**src/rtl/arp_tx_framer.sv**
```systemverilog
// ARP request/reply frame generator driving a GMII transmit byte stream (preamble, headers, padding, FCS).
// Optional macro ARP_TX_GAP_EN adds an interframe-gap state after the FCS.
module arp_tx_framer #(
    parameter logic [47:0] BOARD_MAC = 48'h00_11_22_33_44_55,
    parameter logic [31:0] BOARD_IP  = {8'd192, 8'd168, 8'd1, 8'd10},
    parameter logic [47:0] DES_MAC   = 48'hff_ff_ff_ff_ff_ff,
    parameter logic [31:0] DES_IP    = {8'd192, 8'd168, 8'd1, 8'd102}
) (
    input  logic        clk,
    input  logic        resetn,
    input  logic        arp_tx_en,
    input  logic        arp_tx_type,
    input  logic [47:0] des_mac,
    input  logic [31:0] des_ip,
    output logic        gmii_txd_valid,
    output logic [7:0]  gmii_txd_data,
    output logic        tx_busy,
    output logic        tx_done
);

`ifdef ARP_TX_GAP_EN
    typedef enum logic [5:0] {
        IDLE     = 6'b000001,
        PREAMBLE = 6'b000010,
        ETH_HEAD = 6'b000100,
        ARP_DATA = 6'b001000,
        FCS      = 6'b010000,
        GAP      = 6'b100000
    } state_t;
    // 11 GAP cycles plus the IDLE cycle that accepts the next start give a 12-cycle gap.
    localparam logic [5:0] GAP_LAST = 6'd10;
`else
    typedef enum logic [4:0] {
        IDLE     = 5'b00001,
        PREAMBLE = 5'b00010,
        ETH_HEAD = 5'b00100,
        ARP_DATA = 5'b01000,
        FCS      = 5'b10000
    } state_t;
`endif

    localparam logic [31:0] CRC_POLY = 32'hEDB88320;

    state_t      state_q, state_d;
    logic [5:0]  cnt_q, cnt_d;
    logic [31:0] crc_q, crc_d;
    logic        type_q, type_d;
    logic [47:0] mac_q, mac_d;
    logic [31:0] ip_q, ip_d;
    logic        done_q, done_d;

    logic        tx_valid;
    logic [7:0]  tx_byte;
    logic [111:0] eth_hdr, eth_sh;
    logic [223:0] arp_hdr, arp_sh;
    logic [31:0]  fcs_sh;

    function automatic logic [31:0] crc_next(input logic [31:0] c, input logic [7:0] d);
        logic [31:0] r;
        r = c;
        for (int i = 0; i < 8; i++) begin
            r = (r[0] ^ d[i]) ? ((r >> 1) ^ CRC_POLY) : (r >> 1);
        end
        return r;
    endfunction

    // Header images indexed by the byte counter, first byte in the top bits.
    always_comb begin
        eth_hdr = {(type_q ? mac_q : 48'hff_ff_ff_ff_ff_ff), BOARD_MAC, 16'h0806};
        arp_hdr = {48'h0001_0800_0604, 8'h00, (type_q ? 8'h02 : 8'h01),
                   BOARD_MAC, BOARD_IP, (type_q ? mac_q : 48'h0), ip_q};
        eth_sh  = eth_hdr << {cnt_q, 3'b000};
        arp_sh  = arp_hdr << {cnt_q, 3'b000};
        fcs_sh  = (~crc_q) >> {cnt_q[1:0], 3'b000};
    end

    always_comb begin
        tx_valid = 1'b0;
        tx_byte  = 8'h00;
        case (state_q)
            PREAMBLE: begin
                tx_valid = 1'b1;
                tx_byte  = (cnt_q == 6'd7) ? 8'hD5 : 8'h55;
            end
            ETH_HEAD: begin
                tx_valid = 1'b1;
                tx_byte  = eth_sh[111:104];
            end
            ARP_DATA: begin
                tx_valid = 1'b1;
                tx_byte  = (cnt_q < 6'd28) ? arp_sh[223:216] : 8'h00;
            end
            FCS: begin
                tx_valid = 1'b1;
                tx_byte  = fcs_sh[7:0];
            end
            default: begin
                tx_valid = 1'b0;
                tx_byte  = 8'h00;
            end
        endcase
    end

    always_comb begin
        state_d = state_q;
        type_d  = type_q;
        mac_d   = mac_q;
        ip_d    = ip_q;
        done_d  = 1'b0;
        case (state_q)
            IDLE: begin
                if (arp_tx_en) begin
                    state_d = PREAMBLE;
                    type_d  = arp_tx_type;
                    mac_d   = (des_mac == 48'h0) ? DES_MAC : des_mac;
                    ip_d    = (des_ip == 32'h0) ? DES_IP : des_ip;
                end
            end
            PREAMBLE: if (cnt_q == 6'd7)  state_d = ETH_HEAD;
            ETH_HEAD: if (cnt_q == 6'd13) state_d = ARP_DATA;
            ARP_DATA: if (cnt_q == 6'd45) state_d = FCS;
            FCS: begin
                if (cnt_q == 6'd3) begin
                    done_d  = 1'b1;
`ifdef ARP_TX_GAP_EN
                    state_d = GAP;
`else
                    state_d = IDLE;
`endif
                end
            end
`ifdef ARP_TX_GAP_EN
            GAP: if (cnt_q == GAP_LAST) state_d = IDLE;
`endif
            default: state_d = IDLE;
        endcase

        cnt_d = ((state_d != state_q) || (state_q == IDLE)) ? 6'd0 : cnt_q + 6'd1;

        // CRC is seeded as the SFD goes out and then covers header and payload only.
        crc_d = crc_q;
        if ((state_q == PREAMBLE) && (cnt_q == 6'd7)) begin
            crc_d = 32'hFFFF_FFFF;
        end else if ((state_q == ETH_HEAD) || (state_q == ARP_DATA)) begin
            crc_d = crc_next(crc_q, tx_byte);
        end
    end

    always_ff @(posedge clk or negedge resetn) begin
        if (!resetn) begin
            state_q <= IDLE;
            cnt_q   <= 6'd0;
            crc_q   <= 32'hFFFF_FFFF;
            type_q  <= 1'b0;
            mac_q   <= 48'h0;
            ip_q    <= 32'h0;
            done_q  <= 1'b0;
        end else begin
            state_q <= state_d;
            cnt_q   <= cnt_d;
            crc_q   <= crc_d;
            type_q  <= type_d;
            mac_q   <= mac_d;
            ip_q    <= ip_d;
            done_q  <= done_d;
        end
    end

    assign gmii_txd_valid = tx_valid;
    assign gmii_txd_data  = tx_byte;
    assign tx_busy        = (state_q != IDLE);
    assign tx_done        = done_q;

endmodule

```
**config.mk**
```make
export PLATFORM = sky130hd
export DESIGN_NAME = arp_tx_framer
export DESIGN_NICKNAME = d
export VERILOG_FILES = /design/src/rtl/arp_tx_framer.sv
export SDC_FILE = /design/constraint.sdc
export NUM_CORES = 1
export LEC_CHECK = 0
export BUFFER_PORTS_ARGS = -buffer_cell sky130_fd_sc_hd__buf_2
export CAP_MARGIN = 5
export CORE_MARGIN = 3
export CORE_UTILIZATION = 61
export CTS_BUF_LIST = sky130_fd_sc_hd__clkbuf_8
export DETAILED_ROUTE_END_ITERATION = 8
export PLACE_DENSITY_LB_ADDON = 0.2
export SLEW_MARGIN = 20
export SYNTH_ARGS = -nofsm -noshare
export SYNTH_HDL_FRONTEND = slang
export SYNTH_SLANG_ARGS = --single-unit
```
**constraint.sdc**
```tcl
create_clock -name clk -period 4.3 [get_ports clk]
set_clock_uncertainty 0.15 [all_clocks]
set_input_delay 0.215 -clock clk [delete_from_list [all_inputs] [get_ports clk]]
set_output_delay 0.215 -clock clk [all_outputs]
set_load 0.005 [all_outputs]
```
=== Yosys cells after proc, flatten, opt, wreduce, memory -nomap -nowiden ===
Cells that the tools add are included.

* Bits of input ports: 84
* Register bits: 125
* Logic and storage cells: 76
* Output and inout bits: 11

* $lt $le $gt $ge: 1
* Equality and inequality tests: 11
* Shifts and indexed selects: 3
* Multiplexer cells: 28
* Bitwise logic cells: 17
* Reductions and logical operators: 8
* Add/sub/neg operators: 1

{| class="wikitable"
|+ Operators by type and width
! cell !! count
|-
| 32-bit two-way mux || 11
|-
| 209-bit by 9-bit left shift with 224-bit output || 1
|-
| 48-bit two-way mux || 3
|-
| 13-bit inverter with 14-bit output || 8
|-
| 112-bit by 9-bit left shift with 112-bit output || 1
|-
| 48-bit logical NOT || 1
|-
| 32-bit logical NOT || 1
|-
| 32-bit inverter || 1
|-
| 8-bit case mux with 4 select lines || 1
|-
| 32-bit by 5-bit right shift with 8-bit output || 1
|-
| 5-bit two-way mux || 5
|-
| 5-bit case mux with 5 select lines || 1
|-
| 8-bit two-way mux || 2
|-
| 1-bit XOR || 8
|-
| 6-bit by 1-bit adder with 6-bit output (second input constant) || 1
|-
| 6-bit by 2-bit equality test with 1-bit output (second input constant) || 1
|-
| 6-bit by 3-bit equality test with 1-bit output (second input constant) || 1
|-
| 6-bit by 4-bit equality test with 1-bit output (second input constant) || 1
|-
| 6-bit equality test (second input constant) || 1
|-
| 6-bit by 5-bit < comparator with 1-bit output (second input constant) || 1
|-
| 6-bit two-way mux || 1
|-
| 5-bit by 1-bit equality test with 1-bit output (second input constant) || 1
|-
| 5-bit by 2-bit equality test with 1-bit output (second input constant) || 1
|-
| 5-bit by 3-bit equality test with 1-bit output (second input constant) || 1
|-
| 11 further kinds || 14
|}

=== Longest topological paths before layout ===
Gate-level depths: netlist (run 1).

* Depth in word-level cells: 22
* Depth in mapped cells: 13
* Gate-level depth less buffers: 11

=== Worst setup path after synthesis (run 1) ===
Ideal clock, no wire load.

* Kind: flip-flop to flip-flop
* Start point: reg cnt_q[1]
* End point: reg crc_q[19]
* Data arrival time: 3.011 ns
* Stages on the path, launching flop included: 11
* Slack: 1.066 ns
* Clock period less this slack: 3.234 ns
* Library setup time: 0.073 ns
* Cell sequence: dfrtp_1 > ha_1 > or3b_2 > or4_1 > o21ai_2 > nor4_2 > xnor2_2 > xnor2_2 > xnor2_4 > xnor3_1 > a21oi_1

* Word-level cells in the longest chain between the ends: 19
* Elaborated cells on any way between the ends: 32
* Classes of those cells: order compare: 1; eq/ne: 1; shift: 3; mux: 13; bitwise: 12; reduce/logical: 2

{| class="wikitable"
|+ RTL lines
! item !! line !! text
|-
| start, declared || 45 || <nowiki>logic [5:0] cnt_q, cnt_d;</nowiki>
|-
| start signal, assigned || 160 || <nowiki>cnt_q <= cnt_d;</nowiki>
|-
| 209-bit by 9-bit left shift with 224-bit output or 6-bit by 5-bit < comparator with 1-bit output (tied branches) || 73, 91 ||
|-
| 8-bit two-way mux || 91 || <nowiki>tx_byte = (cnt_q < 6'd28) ? arp_sh[223:216] : 8'h00;</nowiki>
|-
| 8-bit case mux with 4 select lines || 80 || <nowiki>case (state_q)</nowiki>
|-
| 1-bit XOR || 62 || <nowiki>r = (r[0] ^ d[i]) ? ((r >> 1) ^ CRC_POLY) : (r >> 1);</nowiki>
|-
| 32-bit two-way mux (2 in a row) || 62 ||
|-
| 13-bit inverter with 14-bit output (no source line) || n/a ||
|-
| 32-bit two-way mux || 62 ||
|-
| 13-bit inverter with 14-bit output (no source line) || n/a ||
|-
| 32-bit two-way mux (2 in a row) || 62 ||
|-
| 13-bit inverter with 14-bit output (no source line) || n/a ||
|-
| 32-bit two-way mux || 62 ||
|-
| 13-bit inverter with 14-bit output (no source line) || n/a ||
|-
| 32-bit two-way mux || 62 ||
|-
| 13-bit inverter with 14-bit output (no source line) || n/a ||
|-
| 32-bit two-way mux || 62 ||
|-
| 32-bit two-way mux || 144 || <nowiki>end else if ((state_q == ETH_HEAD) || (state_q == ARP_DATA)) begin</nowiki>
|-
| 32-bit two-way mux || 142 || <nowiki>if ((state_q == PREAMBLE) && (cnt_q == 6'd7)) begin</nowiki>
|-
| end signal, assigned || 161 || <nowiki>crc_q <= crc_d;</nowiki>
|-
| end, declared || 46 || <nowiki>logic [31:0] crc_q, crc_d;</nowiki>
|}

Several ways; a longest one is shown, not always the timed one. The select of a mux whose other input is x is not followed.
A chain may end at the register's enable or synchronous reset.

=== Worst setup path in the final report (run 1) ===
* Start point: reg cnt_q[0]
* End point: reg crc_q[25]

* Word-level cells in the longest chain between the ends: 17
* Elaborated cells on any way between the ends: 29
* Classes of those cells: order compare: 1; eq/ne: 1; shift: 3; mux: 12; bitwise: 10; reduce/logical: 2

{| class="wikitable"
|+ RTL lines
! item
|-
| parallel branches: the longest is 17 deep, another holds 209-bit by 9-bit left shift with 224-bit output
|}

Parallel ways; which one is timed is not known. The select of a mux whose other input is x is not followed.

==> results.json, run 1 <==
{
  "status": "finished, final reports clean",
  "p_leak_nw": 3.804,
  "postSynthAreaPerCell_um2": 10.97,
  "viasPerCell": 6.484,
  "synth_seq_cells": 125,
  "syn_area_um2": 7676,
  "hold_ws_ps": 111.1,
  "dr_total_vias": 6860,
  "syn_inst": 700,
  "final_cell_area_um2": 9602,
  "cts.sinks": 125,
  "die_area_um2": 13970,
  "grt_max_degree": 52,
  "placed_area_um2": 8323,
  "cts_tree": "built",
  "rrSetupSlack_ps": 460,
  "insertion_delay_ps": 460,
  "synth-edff-count": 0,
  "cts_buffers": 17,
  "clkSlewWorstSetupHoldPaths_ps": 80,
  "setup_viol": 0,
  "max_freq_ghz": 0.2606,
  "first_pass_iters": 7,
  "hold_viol": 0,
  "crit_fanout": 29,
  "rsz0062_at_grt": "false",
  "gr-usage-all-layers_pct": 36.31,
  "synthesis.nets": 789,
  "setup_tns_ps": 0,
  "numPortBuffers": 94,
  "synth_seq_area_share_pct": 41.29,
  "wl_um": 24430,
  "power_density_nw_per_um2": 531.3,
  "utilization_pct": 78.95,
  "period_needed_ps": 3838,
  "timing.rr.start": "cnt_q[0]",
  "crit_start": "cnt_q[0]",
  "ys_types": 83,
  "ant_nets": 0,
  "endpoint_kind": "flip-flop",
  "grt_overflow": 0,
  "start_kind": "flip-flop",
  "synth-async-reset-ratio_pct": 100.0,
  "area_growth_pct": 25.09,
  "multi_input_area_um2": 4223,
  "first_global_vias": 7134,
  "start_util_pct": 63.12,
  "rows": 40,
  "fill_cells": 780,
  "core-area_um2": 12160,
  "max_slew_margin_pct": 37.70,
  "ios": 95,
  "max_cap_violations": 0,
  "hpwl_um": 16080,
  "first_iter_violations": 669,
  "period_share_pct": 89.25,
  "avgRoutedWirePerCell_um": 23.09,
  "final-seq-area_um2": 3172,
  "dieHeight_um": 118.2,
  "die_w_um": 118.2,
  "hp-class": "in -> async",
  "netlist_top_cells_area": "dfrtp_1 30%, dfstp_2 11%, o22a_1 6.8%, mux4_2 5.9%, xnor2_1 5.1%",
  "cts-htree-levels": 4,
  "antenna_found_initial": 3,
  "crit_type": "reg -> reg",
  "cts-root-buf": "clkbuf_8",
  "drc": 0,
  "required_ps": 4530,
  "gp_congestion": 0.9839,
  "ctsLongestPathBuffers": 2,
  "ys.flop_type": "dfrtp_1",
  "yosys_warnings": 0,
  "slew_violations": 0,
  "drive_gt1_share_pct": 29.65,
  "yosysTopAreaCellShare_pct": 29.99,
  "tightest_slew_ps": 928.2,
  "post-synth-top-area-cell": "dfrtp_1",
  "nNetsFinal": 963,
  "ir_worst_vdd_mv": 0.4970,
  "cp.arrival_ps": 4070,
  "grt_pass1_wl_um": 39470
}
critical path: stages, from the launching register on:
cell,delay [ps]
dfrtp_2,830
buf_4,330
mux2i_1,230
nand3_1,90
a32o_1,330
a211oi_1,320
a211oi_2,200
xnor2_2,490
xor2_1,380
xnor2_1,190
a21oi_1,180
flip-flops by register name, summed over array words and instances (netlist names):
register,count
cnt_q,6
tx_done,1
mac_q,48
type_q,1
ip_q,32
state_q,5
crc_q,32
synth_stat cells, types with 4 or more instances:
cell       n
a22o_1     4
or4_1      4
clkbuf_1  21
buf_1      5
o21ai_0   14
nand2b_1  11
a21oi_1   46
nand3b_1   4
buf_4      5
mux4_2    20
o22ai_1    8
ha_1       5
nand3_1   12
nand2_1   22
and3_1     4
buf_2     10
nor4_1    22
xor2_1    15
nor3_1    11
dfrtp_1   92
xnor2_2    5
dfstp_2   33
mux2_2    27
o22a_1    60
a211oi_1   4
nor2_1    58
nor2b_1   11
buf_6      6
o211ai_1   4
xnor2_1   45
mux2i_1   22
nand4_1    6
inv_1      8
cell usage in the layout (no fill, tap or decap), drive strengths merged, types with 4 or more instances in the layout:
cell | Yosys | layout
dfstp | 33 | 33
o211ai | 4 | 4
nor2 | 59 | 59
mux4 | 20 | 20
nand3 | 12 | 12
nor4 | 23 | 23
dfrtp | 92 | 92
nor3 | 12 | 12
o22ai | 8 | 8
xor2 | 17 | 17
buf | 27 | 120
mux2i | 22 | 22
bufinv | 0 | 4
dlygate4sd3 | 0 | 83
clkbuf | 21 | 18
o21ai | 18 | 18
ha | 5 | 5
nor2b | 11 | 11
inv | 9 | 11
a211oi | 7 | 7
clkinv | 1 | 7
nand3b | 4 | 4
o22a | 60 | 60
xnor2 | 51 | 51
a22o | 4 | 4
or4 | 4 | 4
mux2 | 28 | 28
and3 | 4 | 4
a21oi | 46 | 46
nand4 | 6 | 6
nand2 | 22 | 22
nand2b | 11 | 11
repair_timing:
action                    CTS  global route
buffers inserted            0             0
hold endpoints to repair  121             0
hold buffers               83             0
resized for setup           0             0
cells by family (layout without fill, tap and decap cells):
family	after synthesis	after routing	synth area share (%)
simple gates	181	181	12.37
fa+ha+maj	5	5	0.8150
buf+inv	58	245	3.977
compound gates	190	190	19.14
flops	125	125	41.29
xor+xnor	71	71	9.568
other cells	0	3	0
mux	70	70	12.84
path summary, 6_finish.rpt:
| path | endpoint | cells after the start |
|---|---|---|
| min in group clk | ip_q[15] | 1 |
| max in group asynchronous | mac_q[18] | 3 |
| min reg2reg | ip_q[15] | 1 |
| max | crc_q[25] | 10 |
| max reg2reg | crc_q[25] | 10 |
| min | ip_q[25] | 2 |
through the flow:
step                      power (mW)  worst slack [ps]  instances
after CTS                      5.027             470.5       1055
after global placement         3.738             622.1        940
after floorplan                3.255              1066        700
final                          5.101             462.1       1058
after detailed placement       3.814             498.4        940
after global routing           5.338             198.4       1058
final cells by class:
type | instances | area share, %
Inverter | 10 | 0.3909
Sequential cell | 125 | 33.03
Timing Repair Buffer | 203 | 15.74
Clock inverter | 14 | 2.007
Tap cell | 168 | 2.189
Antenna cell | 3 | 0.07819
Clock buffer | 18 | 2.580
Multi-Input combinational cell | 517 | 43.98
metal layers:
| layer | part of all wire [%] | vias to the layer above | track usage, % |
|---|---|---|---|
| li1 | - | 3007 | - |
| met1 | 40 | 3427 | 46.49 |
| met2 | 50 | 353 | 60.27 |
| met3 | 7.2 | 73 | 7.847 |
| met4 | 3.6 | 0 | 14.73 |
| met5 | 0 | - | 0 |
power breakdown:
| part | internal (mW) | total [mW] | switching (mW) |
|---|---|---|---|
| sequential | 1.57 | 1.95 | 0.379 |
| combinational | 1.02 | 1.99 | 0.976 |
| clock | 0.647 | 1.16 | 0.511 |
| total | 3.24 | 5.10 | 1.87 |
(Power assumes the default switching activity.)
==> run 2: changes to the inputs <==
ABC_AREA = 1   (was unset)
==> run 2 against run 1 <==
Effect of this change:
- flip-flop and latch count is the same
- synthesized cell count rose by 79%
- synthesized area is 9.6% higher
- sequential power is 6% lower
- combinational power increased by 5%
- largest cell class unchanged
==> results.json, run 2 <==
{
  "required_ps": 4550,
  "syn_inst": 1255,
  "dr_total_vias": 9554,
  "largest_register": "mac_q",
  "grt_overflow": 0,
  "wl_um": 29230,
  "hp-class": "in -> async",
  "max_freq_ghz": 0.2790,
  "drc": 0,
  "netlist_top_cells_area": "dfrtp_1 27%, nand2_1 19%, dfstp_2 10%, nand3_1 7.4%, inv_1 5.6%",
  "dieHeight_um": 123.4,
  "grt_max_degree": 95,
  "crit_type": "reg -> reg",
  "p_seq_share_pct": 36.3,
  "crit_fanout": 20,
  "rows": 42,
  "synth-async-reset-ratio_pct": 100.0,
  "synth_seq_area_share_pct": 37.69,
  "ys_types": 41,
  "reg_top3": "mac_q x48, crc_q x32, ip_q x32",
  "avgRoutedWirePerCell_um": 18.20,
  "setup_tns_ps": 0,
  "post_cts_buffers": 0,
  "instances_no_fill": 1606,
  "synth-edff-count": 0,
  "max_slew_margin_pct": 36.06,
  "synth_seq_cells": 125,
  "synthTopCellsByCount": "431 x nand2_1, 126 x inv_1, 124 x nand3_1, 124 x nor2_1, 92 x dfrtp_1",
  "cp.arrival_ps": 3840,
  "first_iter_violations": 1335,
  "endpoint_kind": "flip-flop",
  "cts-root-buf": "clkbuf_8",
  "final_common_cell": "nand2_1",
  "die_w_um": 123.4,
  "hold_viol": 0,
  "yosys_warnings": 0,
  "power_density_nw_per_um2": 492.3,
  "synthesis.nets": 1344,
  "die_area_um2": 15230,
  "largest_reg_flops": 48,
  "viasPerCell": 5.949,
  "tightest_slew_ps": 959.1,
  "max_cap_violations": 0,
  "ant_nets": 0,
  "postSynthAreaPerCell_um2": 6.701,
  "period_needed_ps": 3585,
  "core-area_um2": 13350,
  "status": "finished, final reports clean",
  "grt_pass1_wl_um": 47150,
  "rsz0062_at_grt": "false",
  "gr-usage-all-layers_pct": 40.24,
  "ios": 95,
  "dp_cells": 1490,
  "p_leak_nw": 5.366,
  "numPortBuffers": 94,
  "timing.rr.start": "cnt_q[0]",
  "ir_worst_vdd_mv": 0.4402,
  "hpwl_um": 19040,
  "clkPwrFrac_pct": 22.2,
  "start_util_pct": 63.00,
  "start_kind": "flip-flop",
  "power.internal_mw": 2.837,
  "dp_slack_ps": 794.3,
  "clkSlewWorstSetupHoldPaths_ps": 90,
  "cts.sinks": 125,
  "setup_viol": 0,
  "ctsLongestPathBuffers": 2,
  "slew_violations": 0,
  "synth_most_common_cell": "nand2_1",
  "nNetsFinal": 1505,
  "yosysTopAreaCellShare_pct": 27.38,
  "p_comb_share_pct": 41.5,
  "syn_area_um2": 8409,
  "crit_start": "cnt_q[0]",
  "cts-htree-levels": 4,
  "cts_tree": "built",
  "first_pass_iters": 6,
  "drive_gt1_share_pct": 15.96,
  "swShare_pct": 43.59,
  "gp_congestion": 0.9762,
  "period_share_pct": 83.37,
  "antenna_found_initial": 0,
  "insertion_delay_ps": 470,
  "hold_ws_ps": 222.1,
  "setup_ws_ps": 715.2,
  "area_growth_pct": 21.45,
  "post-synth-top-area-cell": "dfrtp_1",
  "utilization_pct": 76.52,
  "p_sw_mw": 2.192,
  "final_cell_mix": "431 x nand2_1, 126 x inv_1, 124 x nand3_1",
  "first_global_vias": 8986,
  "ys.flop_type": "dfrtp_1",
  "cts_buffers": 17
}
run 2: cell count changes in the layout (fill, tap and decap cells not counted), moves of 33 or more:
cell | before | now
nand2_1 | 22 | 431
o22a_1 | 60 | 0
inv_1 | 9 | 126
nor2_1 | 57 | 123
o21ai_0 | 14 | 47
nand3_1 | 12 | 124
xnor2_1 | 45 | 2
run 2: kinds of logic (layout without fill, tap and decap cells):
| logic type | Yosys count | in the layout | synth area share, % |
|---|---|---|---|
| AO/OA/AOI/OAI | 161 | 161 | 12.14 |
| XOR/XNOR | 20 | 20 | 2.083 |
| adder cells (fa/ha/maj) | 5 | 5 | 0.7439 |
| buffers and inverters | 189 | 363 | 9.269 |
| flip-flops | 125 | 125 | 37.69 |
| other | 0 | 1 | 0 |
| AND/OR/NAND/NOR | 755 | 755 | 38.07 |
run 2: metal layers:
metal / GRT usage (%) / vias to the layer above / share of wire [%]
met5: 0 / - / 0
met4: 14.05 / 0 / 3.4
met3: 10.29 / 104 / 11
met2: 63.74 / 651 / 46
met1: 53.71 / 4430 / 40
li1: - / 4369 / -
run 2: metrics by stage:
stage	cell area (um2)	total power [mW]
final	10210	5.029
after global routing	10210	5.349
after CTS	10210	4.939
after detailed placement	8971	3.772
after global placement	8971	3.718
after floorplan	8409	3.196
run 2: area by class of cell:
class,count,area (um2)
multi-input cells,941,4468
clock buffers,17,234.0
clock inverters,15,175.2
well taps,176,220.2
fillers,1003,3134
flip-flops and latches,125,3171
inverters,138,519.2
repair buffers,193,1424
diodes,1,2.502
run 2: power groups by stage:
stage	Sequential, mW	Combinational (mW)	Clock (mW)
after global placement	1.81	1.91	0
after detailed placement	1.82	1.95	0
after floorplan	1.72	1.48	0
after CTS	1.81	2.02	1.11
after global routing	1.87	2.31	1.17
final	1.83	2.09	1.11
run 2: worst paths after layout:
kind | slack, ps | endpoint | cells after the start
worst max-delay path | 720 | crc_q[14] | 10
worst min-delay path | 220 | mac_q[11] | 2
worst max register to register | 720 | crc_q[14] | 10
worst min register to register | 330 | ip_q[20] | 2
max in group asynchronous | 2750 | crc_q[20] | 3
min in group clk | 330 | ip_q[20] | 2
run 2: critical path, cell delays in order (launching register included):
cell      delay (ps)
dfrtp_2          550
ha_1             300
inv_1             90
nor3_2            70
nand2_1          140
inv_1            150
nor2_1           660
clkinv_1         780
or2_2            520
nand2_1           70
inv_1             40
run 2: repair_timing:
action	4_1_cts	5_1_grt
hold buffers	83	0
hold endpoints to repair	145	0
resized for setup	0	0
==> run 3: changes to the inputs <==
ABC_AREA = 0   (was 1)
clock period = 3.4 ns   (was 4.3 ns; I/O delays follow)
==> run 3 against run 2 <==
Effect of this change:
- sequential power grew 32%
- final cell count down 31%
- clock power is 9% higher
- non-clock buffer count rose by 61
- flip-flop and latch count unchanged
- core utilization is 6.4 points higher
- first-iteration DRC count decreased by 39%
- cell area is 1.3% lower
- global-route usage shrank 4.5 points
- hold slack lost 19 ps
- critical endpoint is now crc_q[30]
==> results.json, run 3 (synthesis results as in run 1) <==
{
  "status": "finished, final reports clean",
  "die_w_um": 118.2,
  "max_slew_margin_pct": 40.89,
  "rows": 40,
  "crit_type": "reg -> reg",
  "endpoint_kind": "flip-flop",
  "swShare_pct": 36.40,
  "p_seq_share_pct": 37.0,
  "dieHeight_um": 118.2,
  "required_ps": 3630,
  "clkSlewWorstSetupHoldPaths_ps": 80,
  "grt_pass1_wl_um": 38840,
  "power.internal_mw": 4.162,
  "clkPwrFrac_pct": 18.4,
  "max_freq_ghz": 0.2986,
  "start_util_pct": 63.12,
  "tightest_slew_ps": 880.8,
  "area_growth_pct": 31.36,
  "avgRoutedWirePerCell_um": 22.42,
  "dp_slack_ps": -187.4,
  "first_global_vias": 7107,
  "die_area_um2": 13970,
  "gp_congestion": 1.001,
  "p_sw_mw": 2.382,
  "setup_ws_ps": 51.25,
  "nNetsFinal": 1014,
  "instances_no_fill": 1105,
  "critPathTopFamily": "compound AO/OA/AOI/OAI gates",
  "cp.arrival_ps": 3580,
  "crit_buf_inv": 4,
  "first_iter_violations": 814,
  "ir_worst_vdd_mv": 0.5535,
  "finalPower_mw": 6.544,
  "setup_viol": 0,
  "grt_max_degree": 93,
  "setup_tns_ps": 0,
  "crit_fanout": 4,
  "cpMaxStageDelayCell": "dfrtp_4",
  "period_share_pct": 98.49,
  "wl_um": 24780,
  "crit_chain": "buf_4, buf_4, mux4_2, o221a_1, o211a_1, a211oi_4, xnor2_4, buf_12, xnor2_4, buf_4, a21oi_1, or2_2",
  "cts-htree-levels": 4,
  "start_kind": "flip-flop",
  "first_pass_iters": 5,
  "p_comb_share_pct": 44.6,
  "ant_nets": 0,
  "dr_total_vias": 7097,
  "path_common_cell": "buf_4",
  "hold_viol": 0,
  "largest_register": "mac_q",
  "antenna_found_initial": 1,
  "dp_cells": 972,
  "reg_top3": "mac_q x48, crc_q x32, ip_q x32",
  "viasPerCell": 6.423,
  "hold_ws_ps": 203.5,
  "largest_reg_flops": 48,
  "drive_gt1_share_pct": 34.72,
  "core-area_um2": 12160,
  "slew_violations": 0,
  "period_needed_ps": 3349,
  "p_leak_nw": 4.071,
  "final_common_cell": "buf_2",
  "cts-root-buf": "clkbuf_8",
  "fill_cells": 662,
  "ios": 95,
  "drc": 0,
  "slowest_delay_ps": 500,
  "power_density_nw_per_um2": 649.0,
  "hpwl_um": 16550,
  "hp-class": "in -> async",
  "cts_tree": "built",
  "insertion_delay_ps": 460,
  "final_cell_mix": "93 x buf_2, 90 x dfrtp_1, 83 x dlygate4sd3_1",
  "max_cap_violations": 0,
  "cts_buffers": 17,
  "cts.sinks": 125,
  "grt_overflow": 0,
  "ctsLongestPathBuffers": 2,
  "gr-usage-all-layers_pct": 35.71,
  "numPortBuffers": 94
}
-- run 3: final timing paths --
check / start / endpoint / slack, ps / depth (start not counted)
worst min register to register: ip_q[14] / ip_q[14] / 360 / 1
worst min-delay path: resetn / ip_q[25] / 200 / 2
max in group asynchronous: resetn / crc_q[26] / 2040 / 3
min in group clk: des_mac[37] / mac_q[37] / 330 / 3
worst max-delay path: cnt_q[0] / crc_q[30] / 50 / 12
worst max register to register: cnt_q[0] / crc_q[30] / 50 / 12
-- run 3: routing by layer --
metal	wire length, um	track usage [%]
met3	1789	6.746
met1	10050	47.36
met2	11850	56.16
met4	1087	18.53
met5	0	0
-- run 3: final cells by class --
cell class	instances	area [um2]	area share (%)
timing repair buffer	254	1938	19.22
tap	168	210.2	2.085
inverter	10	37.54	0.3723
clock inverter	13	112.6	1.117
clock buffer	17	234.0	2.320
multi-input combinational	517	4374	43.38
antenna	1	2.502	0.02482
sequential	125	3174	31.48
-- run 3: repair_timing --
action	4_1_cts	5_1_grt
resized for setup	8	23
pin swaps	3	13
setup endpoints to repair	11	19
hold buffers	83	0
setup buffers	1	18
hold endpoints to repair	154	0
-- run 3: power by group through the flow --
| stage | Combinational (mW) | Clock, mW | Sequential, mW |
|---|---|---|---|
| floorplan | 1.88 | 0 | 2.23 |
| global placement | 2.46 | 0 | 2.40 |
| detailed placement | 2.52 | 0 | 2.43 |
| CTS | 2.64 | 1.21 | 2.40 |
| global route | 3.11 | 1.29 | 2.48 |
| finish | 2.92 | 1.21 | 2.42 |
-- run 3: through the flow --
stage | area, um2 | util, %
floorplan | 7676 | -
global placement | 8576 | 70.51
detailed placement | 8576 | 70.51
CTS | 9804 | 80.62
global route | 10080 | 82.91
finish | 10080 | 82.91
